### src/rtl/funrv32_decode_stage.sv
// funrv32_decode_stage: RV32I decode stage with operand capture, writeback bypass and registered valid/ready output
module funrv32_decode_stage (
    input  logic        clk,
    input  logic        resetb,
    input  logic        flush,
    input  logic        in_valid,
    output logic        in_ready,
    input  logic [31:0] in_instr,
    input  logic [31:0] in_pc,
    output logic [4:0]  rf_a1,
    output logic [4:0]  rf_a2,
    input  logic [31:0] rf_r1,
    input  logic [31:0] rf_r2,
    input  logic        wb_we,
    input  logic [4:0]  wb_ad,
    input  logic [31:0] wb_rd,
    output logic        out_valid,
    input  logic        out_ready,
    output logic [31:0] out_pc,
    output logic [31:0] out_rs1,
    output logic [31:0] out_rs2,
    output logic [4:0]  out_rs1_addr,
    output logic [4:0]  out_rs2_addr,
    output logic [4:0]  out_rd_addr,
    output logic [31:0] out_imm,
    output logic [6:0]  out_opcode,
    output logic [2:0]  out_funct3,
    output logic        out_funct7b5,
    output logic        out_illegal
);
    logic [6:0]  op;
    logic [31:0] imm;
    logic        legal;
    logic [31:0] op1;
    logic [31:0] op2;
    logic        accept;
    logic        stall;

    assign op       = in_instr[6:0];
    assign rf_a1    = in_instr[19:15];
    assign rf_a2    = in_instr[24:20];
    assign in_ready = !out_valid || out_ready;
    assign accept   = in_valid && in_ready && !flush;
    assign stall    = out_valid && !out_ready;
    assign op1      = rf_a1 == 5'd0 ? 32'd0 : (wb_we && wb_ad == rf_a1) ? wb_rd : rf_r1;
    assign op2      = rf_a2 == 5'd0 ? 32'd0 : (wb_we && wb_ad == rf_a2) ? wb_rd : rf_r2;

    // immediate format and legality from the opcode; the opcode includes instr[1:0]
    always_comb begin
        imm   = 32'd0;
        legal = 1'b1;
        case (op)
            7'b0000011, 7'b0010011, 7'b1100111, 7'b1110011:
                imm = {{20{in_instr[31]}}, in_instr[31:20]};
            7'b0100011:
                imm = {{20{in_instr[31]}}, in_instr[31:25], in_instr[11:7]};
            7'b1100011:
                imm = {{19{in_instr[31]}}, in_instr[31], in_instr[7], in_instr[30:25], in_instr[11:8], 1'b0};
            7'b0110111, 7'b0010111:
                imm = {in_instr[31:12], 12'd0};
            7'b1101111:
                imm = {{11{in_instr[31]}}, in_instr[31], in_instr[19:12], in_instr[20], in_instr[30:21], 1'b0};
            7'b0110011, 7'b0001111:
                imm = 32'd0;
            default:
                legal = 1'b0;
        endcase
    end

    // output register: reset > flush > accept > consume > stall-coherent hold
    always_ff @(posedge clk) begin
        if (!resetb) begin
            out_valid    <= 1'b0;
            out_pc       <= '0;
            out_rs1      <= '0;
            out_rs2      <= '0;
            out_rs1_addr <= '0;
            out_rs2_addr <= '0;
            out_rd_addr  <= '0;
            out_imm      <= '0;
            out_opcode   <= '0;
            out_funct3   <= '0;
            out_funct7b5 <= 1'b0;
            out_illegal  <= 1'b0;
        end else if (flush) begin
            out_valid <= 1'b0;
        end else if (accept) begin
            out_valid    <= 1'b1;
            out_pc       <= in_pc;
            out_rs1      <= op1;
            out_rs2      <= op2;
            out_rs1_addr <= rf_a1;
            out_rs2_addr <= rf_a2;
            out_rd_addr  <= in_instr[11:7];
            out_imm      <= imm;
            out_opcode   <= op;
            out_funct3   <= in_instr[14:12];
            out_funct7b5 <= in_instr[30];
            out_illegal  <= !legal;
        end else if (out_valid && out_ready) begin
            out_valid <= 1'b0;
        end else if (stall) begin
            if (wb_we && wb_ad != 5'd0 && wb_ad == out_rs1_addr) out_rs1 <= wb_rd;
            if (wb_we && wb_ad != 5'd0 && wb_ad == out_rs2_addr) out_rs2 <= wb_rd;
        end
    end
endmodule
### config.mk
export PLATFORM = sky130hd
export DESIGN_NAME = funrv32_decode_stage
export DESIGN_NICKNAME = d
export VERILOG_FILES = /design/src/rtl/funrv32_decode_stage.sv
export SDC_FILE = /design/constraint.sdc
export NUM_CORES = 1
export LEC_CHECK = 0
export CAP_MARGIN = 20
export CORE_UTILIZATION = 40
export DETAILED_ROUTE_END_ITERATION = 8
export GPL_TIMING_DRIVEN = 0
export PLACE_DENSITY = 0.81
export SETUP_SLACK_MARGIN = 0.05
export SLEW_MARGIN = 40
export SYNTH_ARGS = -nofsm -noshare
export SYNTH_HDL_FRONTEND = slang
export SYNTH_SLANG_ARGS = --single-unit
### constraint.sdc
create_clock -name clk -period 3.3 [get_ports clk]
set_input_delay 0.66 -clock clk [delete_from_list [all_inputs] [get_ports clk]]
set_output_delay 0.66 -clock clk [all_outputs]
set_load 0.02 [all_outputs]
-- Yosys cells after proc, flatten, opt, wreduce, memory -nomap -nowiden
Cells that the tools add are included.
- bits of input ports: 171
- bits in registers: 156
- muxes and demuxes: 16
- reduce and logical (&&, ||, !) cells: 28
- equal/unequal tests: 16
- bitwise operators: 2
- operators by type and width (operator ; count):
    2-to-1 mux 32 bit ; 12
    case mux 32 bit (5 select lines) ; 1
    equality test 7 bit, second input constant ; 4
    equality test 7 x 6 -> 1 bit, second input constant ; 3
    equality test 5 bit ; 4
    equality test 7 x 5 -> 1 bit, second input constant ; 2
    OR reduction 11 bit ; 1
    zero test 5 bit ; 2
    logical AND 1 bit ; 9
    AND reduction 4 bit ; 2
    nonzero test 2 bit ; 4
    equality test 7 x 2 -> 1 bit, second input constant ; 1
    equality test 7 x 4 -> 1 bit, second input constant ; 1
    nonzero test 5 bit ; 1
    zero test 1 bit ; 4
    OR reduction 2 bit ; 2
    OR reduction 4 bit ; 1
    2-to-1 mux 1 bit ; 3
    inequality test 2 bit, second input constant ; 1
    inverter 1 bit ; 2
    AND reduction 2 bit ; 1
    logical OR 1 bit ; 1

-- Logic depth before layout (Yosys ltp)
Gate-level depths: netlist of run 1.
- depth in word-level cells: 7
- gate-level depth with buffers: 7

-- Worst setup path before layout of run 1
Ideal clock, no wire load.
- path kind: input to register
- from: in wb_ad[1]
- to: reg out_rs1[15]
- required time: 3177 ps
- data arrival time: 2070 ps
- slack: 1107 ps
- stages on the path: 7
- cell sequence: buf_2 or4_4 o211ai_4 o31ai_1 clkbuf_1 o21ai_0 nor2_1
- longest elaborated chain between the ends: 5
- elaborated cells on any way between the ends: 11
- classes of those cells: eq/ne (2); mux (3); reduce/logical (6)
- ends and longest elaborated chain (what ; line ; text):
    from (decl) ; 15 ; input logic [4:0] wb_ad,
    equality test 5 bit or nonzero test 5 bit (tied branches) ; 45, 103 ;
    logical AND 1 bit, on equally long branches ; 45, 103 ;
    2-to-1 mux 32 bit or logical AND 1 bit (tied branches) ; 45, 103 ;
    2-to-1 mux 32 bit or nonzero test 2 bit (tied branches) ; - ;
    2-to-1 mux 32 bit or AND reduction 4 bit (tied branches) ; - ;
    to (signal assigned) ; 90 ; out_rs1 <= op1;
    to (signal assigned) ; 103 ; if (wb_we && wb_ad != 5'd0 && wb_ad == out_rs1_addr) out_rs1 <= wb_rd;
    to (decl) ; 20 ; output logic [31:0] out_rs1,
Several ways; a longest one is shown, not always the timed one.
A chain may end at the register's enable or synchronous reset.

-- Worst setup path in the final report of run 1
- from: in in_instr[23]
- to: out rf_a2[3]
- RTL lines (what ; line ; text):
    from (decl) ; 8 ; input logic [31:0] in_instr,
    to (decl) ; 11 ; output logic [4:0] rf_a2,
No word-level cell between the ends.

==> results.tsv, run 1 <==
metric	value	unit
outcome	completed	
Hold Path Class	reg2reg	
Design Area, Final	0.01080	mm2
Max Cap Viol	0	
internal reg-to-reg setup slack	910	ps
P_leak	3.877	nW
Port-buffer cells	329	
CTS Buf Count	17	
Post-Synthesis Cells	803	
CTS Sinks	156	
placed cell count	1348	
CTS root buffer	clkbuf_16	
Final setup viols	0	
Max Fclk	356.7	MHz
Setup CP Type	in2out	
DRT iter0 DRCs	388	
worst r2r path cells	6	
Die X	130.5	um
GRT Overall Usage	30.12	%
CTS H-Tree Depth	4	
Top FF cell, synth	dfxtp_1	
clk buf depth	2	
CP Launch Type	input pin	
die area	0.01702	mm2
Net Switching	1.348	mW
CP endpoint	rf_a2[3]	
Post-DP HPWL	20.04	mm
Avg Inst Size Synth	8.221	um2
Pwr Density	462.3	mW/mm2
hold_sp	out_pc[4]	
final-report hold violation count	0	
initial antenna violation count	1	
Worst Max-Slew Pin Slew	870.9	ps
setup bufs post-CTS	0	
area of the mapped netlist	0.006601	mm2
Req. time, crit path	2640	ps
vias in the first global route	7094	
syn nets	974	
Final WS setup	496.2	ps
R2R Path Start	out_valid	
Core Region	0.01600	mm2
I/O pin count	338	
cell internal pwr	3.642	mW
Final Cycle Share	84.96	%
largest net degree at the start of global routing	17	
hold_buf cts	0	
DRT Pass-1 Iters	5	
Residual DRC	0	
Final Max Slew Viols	0	
Hold WS	454.1	ps
sequential share of power	40.5	%
Setup TNS	0	ps
clock group share of total power	40.8	%
CTS tree	done	
first-pass GRT wire length	38.67	mm
switching share of power	27.02	%
Netlist cell types	53	
Post-Layout Cell Count	1381	
wire per inst	19.16	um
synthesis-to-layout area growth	63.53	%
Routed Wire Length	26.46	mm
number of gates resized after cts	0	
DIE HEIGHT	130.5	um
Worst-Skew Late Latency	430	ps
via count	7454	
Final min period	2804	ps
remaining global-route overflow	0	
synth top area cells	dfxtp_1 (47%), nand2_1 (9.1%), a221oi_1 (8.5%)	
Clock Skew	6.003	ps
Yosys top cell area share	47.31	%
fraction of layout cells with a size suffix above 1	6.357	%
Post-synth EDFFs	0	
Peak VDD IR	0.3489	mV
Worst Hold Depth	2	
yosys warns	0	
cell type with the highest aggregate area in the netlist	dfxtp_1	
Worst-path clk slew	60	ps
Slew headroom	41.31	%
register bit total from synthesis	156	
effective utilization at floorplan	41.26	%
Cell Area, Placed	0.01017	mm2
mean number of vias per cell	5.398	
CP startpoint	in_instr[23]	
Critical R2R Capture	out_pc[8]	
num rows	46	
RSZ-0062 raised after global routing	no	
dpl ws	48.57	ps
FFs w/ async S/R, synth	0	%
Gate power share	18.7	%
CP endpoint kind	primary output	
sequential fraction of the synthesis area	47.31	%
Routed Antenna Nets	0	
highest fanout seen on the critical path	6	
CP arrival	2140	ps
Nets	1322	
Placer Congestion	0.9010	
-- placed cells by master (no fill, tap or decap), drive strengths merged, types with 3 or more instances in the layout --
cell           instances
clkbuf                72
clkinv                 5
xnor2                 18
o21ai                 76
a22oi                 10
dfxtp                156
nor2                  75
clkdlybuf4s50        329
a21o                  11
a21oi                 81
nor3                   3
inv                    9
a221oi                64
nand2                160
buf                   29
xor2                   3
nand3                  8
clkinvlp               3
nor4                   5
and2                   4
bufinv                 3
o31ai                  3
-- cell usage after synthesis (11+ instances only) --
master / n
nand2_1: 160
dfxtp_1: 156
a21oi_1: 81
nor2_1: 75
a221oi_1: 64
clkbuf_1: 50
o21ai_0: 46
o21ai_1: 30
xnor2_1: 18
buf_4: 16
a21o_1: 11
buf_2: 11
-- power by group through the flow --
stage	logic (mW)	registers (mW)	clock network, mW
after global placement	0.913	2.06	0
final	0.933	2.02	2.04
after global routing	0.992	2.03	2.13
after floorplan	0.292	2.17	0
after detailed placement	0.923	2.06	0
after CTS	0.929	2.02	2.05
-- kinds of logic (layout without fill, tap and decap cells) --
| kind of cell | count (synthesis) | after routing | synth area share, % |
|---|---|---|---|
| and+or+nand+nor | 270 | 270 | 17.02 |
| AOI/OAI and AO/OA | 264 | 264 | 26.19 |
| DFF | 156 | 156 | 47.31 |
| buffers and inverters | 89 | 450 | 6.217 |
| xor gates and xnor gates | 21 | 21 | 2.786 |
| muxes | 3 | 3 | 0.4738 |
| other | 0 | 1 | 0 |
-- how the worst min path moves through the flow --
stage / to / slack [ps]
global placement: out_imm[13] / 430
finish: out_pc[4] / 450
detailed placement: out_pc[11] / 450
global route: out_pc[31] / 480
CTS: out_pc[4] / 450
floorplan: out_imm[12] / 530
-- worst max-delay path, stage by stage --
cell and delay, ps:
clkdlybuf4s50_1 720, buf_4 180, clkdlybuf4s50_1 590
-- sequential cells by signal, indices dropped and copies added (netlist names) --
register      flops
out_funct7b5      1
out_funct3        3
out_opcode        7
out_illegal       1
out_pc           32
out_rs1_addr      5
out_rs1          32
out_imm          32
out_rd_addr       5
out_rs2          32
out_rs2_addr      5
out_valid         1
-- through the flow --
stage / utilization, % / total power [mW]
global route: 67.47 / 5.154
floorplan: - / 2.459
global placement: 63.53 / 2.972
finish: 67.47 / 4.991
CTS: 67.41 / 4.998
detailed placement: 63.59 / 2.985
-- area by class of cell --
| cell class | instances | area (um2) |
|---|---|---|
| plain buffers | 81 | 380.4 |
| fillers | 1380 | 5205 |
| clock inverters | 12 | 165.2 |
| well taps | 216 | 270.3 |
| repair buffers | 329 | 3293 |
| clock buffers | 20 | 446.7 |
| diodes | 1 | 2.502 |
| inverters | 8 | 30.03 |
| flip-flops and latches | 156 | 3123 |
| multi-input cells | 558 | 3084 |
-- per-layer routing --
layer / global-route usage (%) / vias up / wire length [um]
li1: - / 3533 / -
met1: 34.94 / 3501 / 10370
met2: 51.63 / 358 / 12910
met3: 8.388 / 62 / 2248
met4: 13.79 / 0 / 935
met5: 0 / - / 0
No activity file was read; power rests on OpenSTA's default activity.
==> inputs of run 2 (changes only) <==
==> constraint.sdc (replaced) <==
create_clock -name clk -period 2.85 [get_ports clk]
set_input_delay 0.57 -clock clk [delete_from_list [all_inputs] [get_ports clk]]
set_output_delay 0.57 -clock clk [all_outputs]
set_load 0.02 [all_outputs]
==> run 2 against run 1 <==
Against the previous run: non-clock buffer count unchanged; first-iteration DRC count is 0.77% higher; routed wire length down 0.12%; clock skew about the same; sequential share of layout area is essentially flat; clock-buffer cell count did not move; worst setup slack lost 300 ps; clock power increased by 15%; largest power group unchanged.
==> results.tsv, run 2 (synthesized netlist as in run 1, its figures left out) <==
metric	value	unit
outcome	completed	
clk buf depth	2	
CTS Sinks	156	
die area	0.01702	mm2
GRT Overall Usage	30.12	%
Clock Skew	6.051	ps
Placer Congestion	0.9010	
via count	7461	
CP endpoint kind	flop	
Final WS setup	193.9	ps
Post-Layout Cell Count	1381	
Worst path slowest cell	nor3b_2	
CP Launch Type	input pin	
Post-DP HPWL	20.04	mm
DRT iter0 DRCs	391	
hold_buf cts	0	
Core Region	0.01600	mm2
routed wl met2	12.89	mm
Nets	1322	
Routed Wire Length	26.43	mm
Worst-Skew Late Latency	430	ps
RSZ-0062 raised after global routing	no	
Final min period	2656	ps
Final setup viols	0	
CTS root buffer	clkbuf_16	
met3 wire len	2.238	mm
Hold Path Class	reg2reg	
worst path buffer plus inverter count	2	
synthesis-to-layout area growth	63.63	%
DRT Pass-1 Iters	6	
Port-buffer cells	329	
commonest non-fill, non-tap cell in the layout	clkdlybuf4s50_1	
num rows	46	
Setup TNS	0	ps
effective utilization at floorplan	41.26	%
DIE HEIGHT	130.5	um
Max Cap Viol	0	
Pwr Density	534.6	mW/mm2
Final Cycle Share	93.20	%
commonest non-fill, non-tap cells in the layout	clkdlybuf4s50_1 (329), nand2_1 (160), dfxtp_1 (156), a21oi_1 (81), nor2_1 (75)	
highest fanout seen on the critical path	10	
wire per inst	19.14	um
largest stage delay on the critical path	520	ps
Max Fclk	376.5	MHz
Total Power	5.775	mW
P_leak	3.891	nW
largest net degree at the start of global routing	17	
Worst Max-Slew Pin Slew	872.6	ps
final-report hold violation count	0	
met1 WL	10.40	mm
Worst-path clk slew	60	ps
initial antenna violation count	1	
CTS tree	done	
remaining global-route overflow	0	
placed cell count	1348	
vias in the first global route	7094	
Routed Antenna Nets	0	
Req. time, crit path	3210	ps
Die X	130.5	um
Setup CP Type	in2reg	
top cell family by delay on the critical path	buffers and inverters	
Hold WS	453.8	ps
CTS H-Tree Depth	4	
Residual DRC	0	
CTS Buf Count	17	
Slew headroom	41.19	%
fraction of layout cells with a size suffix above 1	6.787	%
first-pass GRT wire length	38.67	mm
Peak VDD IR	0.4034	mV
dpl ws	-311.4	ps
CP cell instances	clkdlybuf4s50_1, and2b_1, nor3b_2, o211a_1, clkbuf_1, a221oi_1, nor2_1	
I/O pin count	338	
Final Max Slew Viols	0	
Max Used Layer	met4	
mean number of vias per cell	5.403	
CP arrival	3010	ps
[run 2: changes by cell type in the layout (fill, tap and decap cells not counted)]
| cell | change |
|---|---|
| clkbuf_1 | -5 |
| clkbuf_2 | +5 |
[run 2: layout make-up]
cell class / instances / area (um2)
Inverter: 8 / 30.03
Clock buffer: 20 / 446.7
Fill cell: 1377 / 5199
Buffer: 81 / 386.6
Timing Repair Buffer: 329 / 3293
Sequential cell: 156 / 3123
Antenna cell: 1 / 2.502
Tap cell: 216 / 270.3
Clock inverter: 12 / 165.2
Multi-Input combinational cell: 558 / 3084
[run 2: per-layer routing]
metal  up-vias  track usage (%)
met5         -                0
met4         0            13.79
met3        54            8.388
met2       356            51.63
met1      3515            34.94
li1       3536                -
[run 2: worst paths after layout]
check / start / endpoint / slack [ps] / depth (start not counted)
max: out_ready / out_rs1[1] / 190 / 7
min: out_pc[4] / out_pc[4] / 450 / 2
max reg2reg: out_valid / out_rs1[1] / 520 / 6
min reg2reg: out_pc[4] / out_pc[4] / 450 / 2
[run 2: tightest hold or removal path, stage by stage, from the launching register on]
cell     delay, ps
dfxtp_1        300
nand2_1         50
a21oi_1         50
[run 2: repair_timing]
action | CTS | global route
endpoints found under the setup margin | 0 | 21
gates resized for setup | 0 | 10
setup buffers | 0 | 0
[run 2: where the power goes]
part           internal, mW  leakage [nW]  switching [mW]
logic                 0.523          2.33           0.558
registers              2.28          1.28          0.0565
clock network          1.41         0.287           0.942
[run 2: metrics by stage]
| stage | area, um2 | util [%] |
|---|---|---|
| 2_1_floorplan | 6601 | - |
| 3_3_place_gp | 10160 | 63.53 |
| 3_5_place_dp | 10170 | 63.59 |
| 4_1_cts | 10790 | 67.41 |
| 5_1_grt | 10800 | 67.51 |
| 6_report | 10800 | 67.51 |
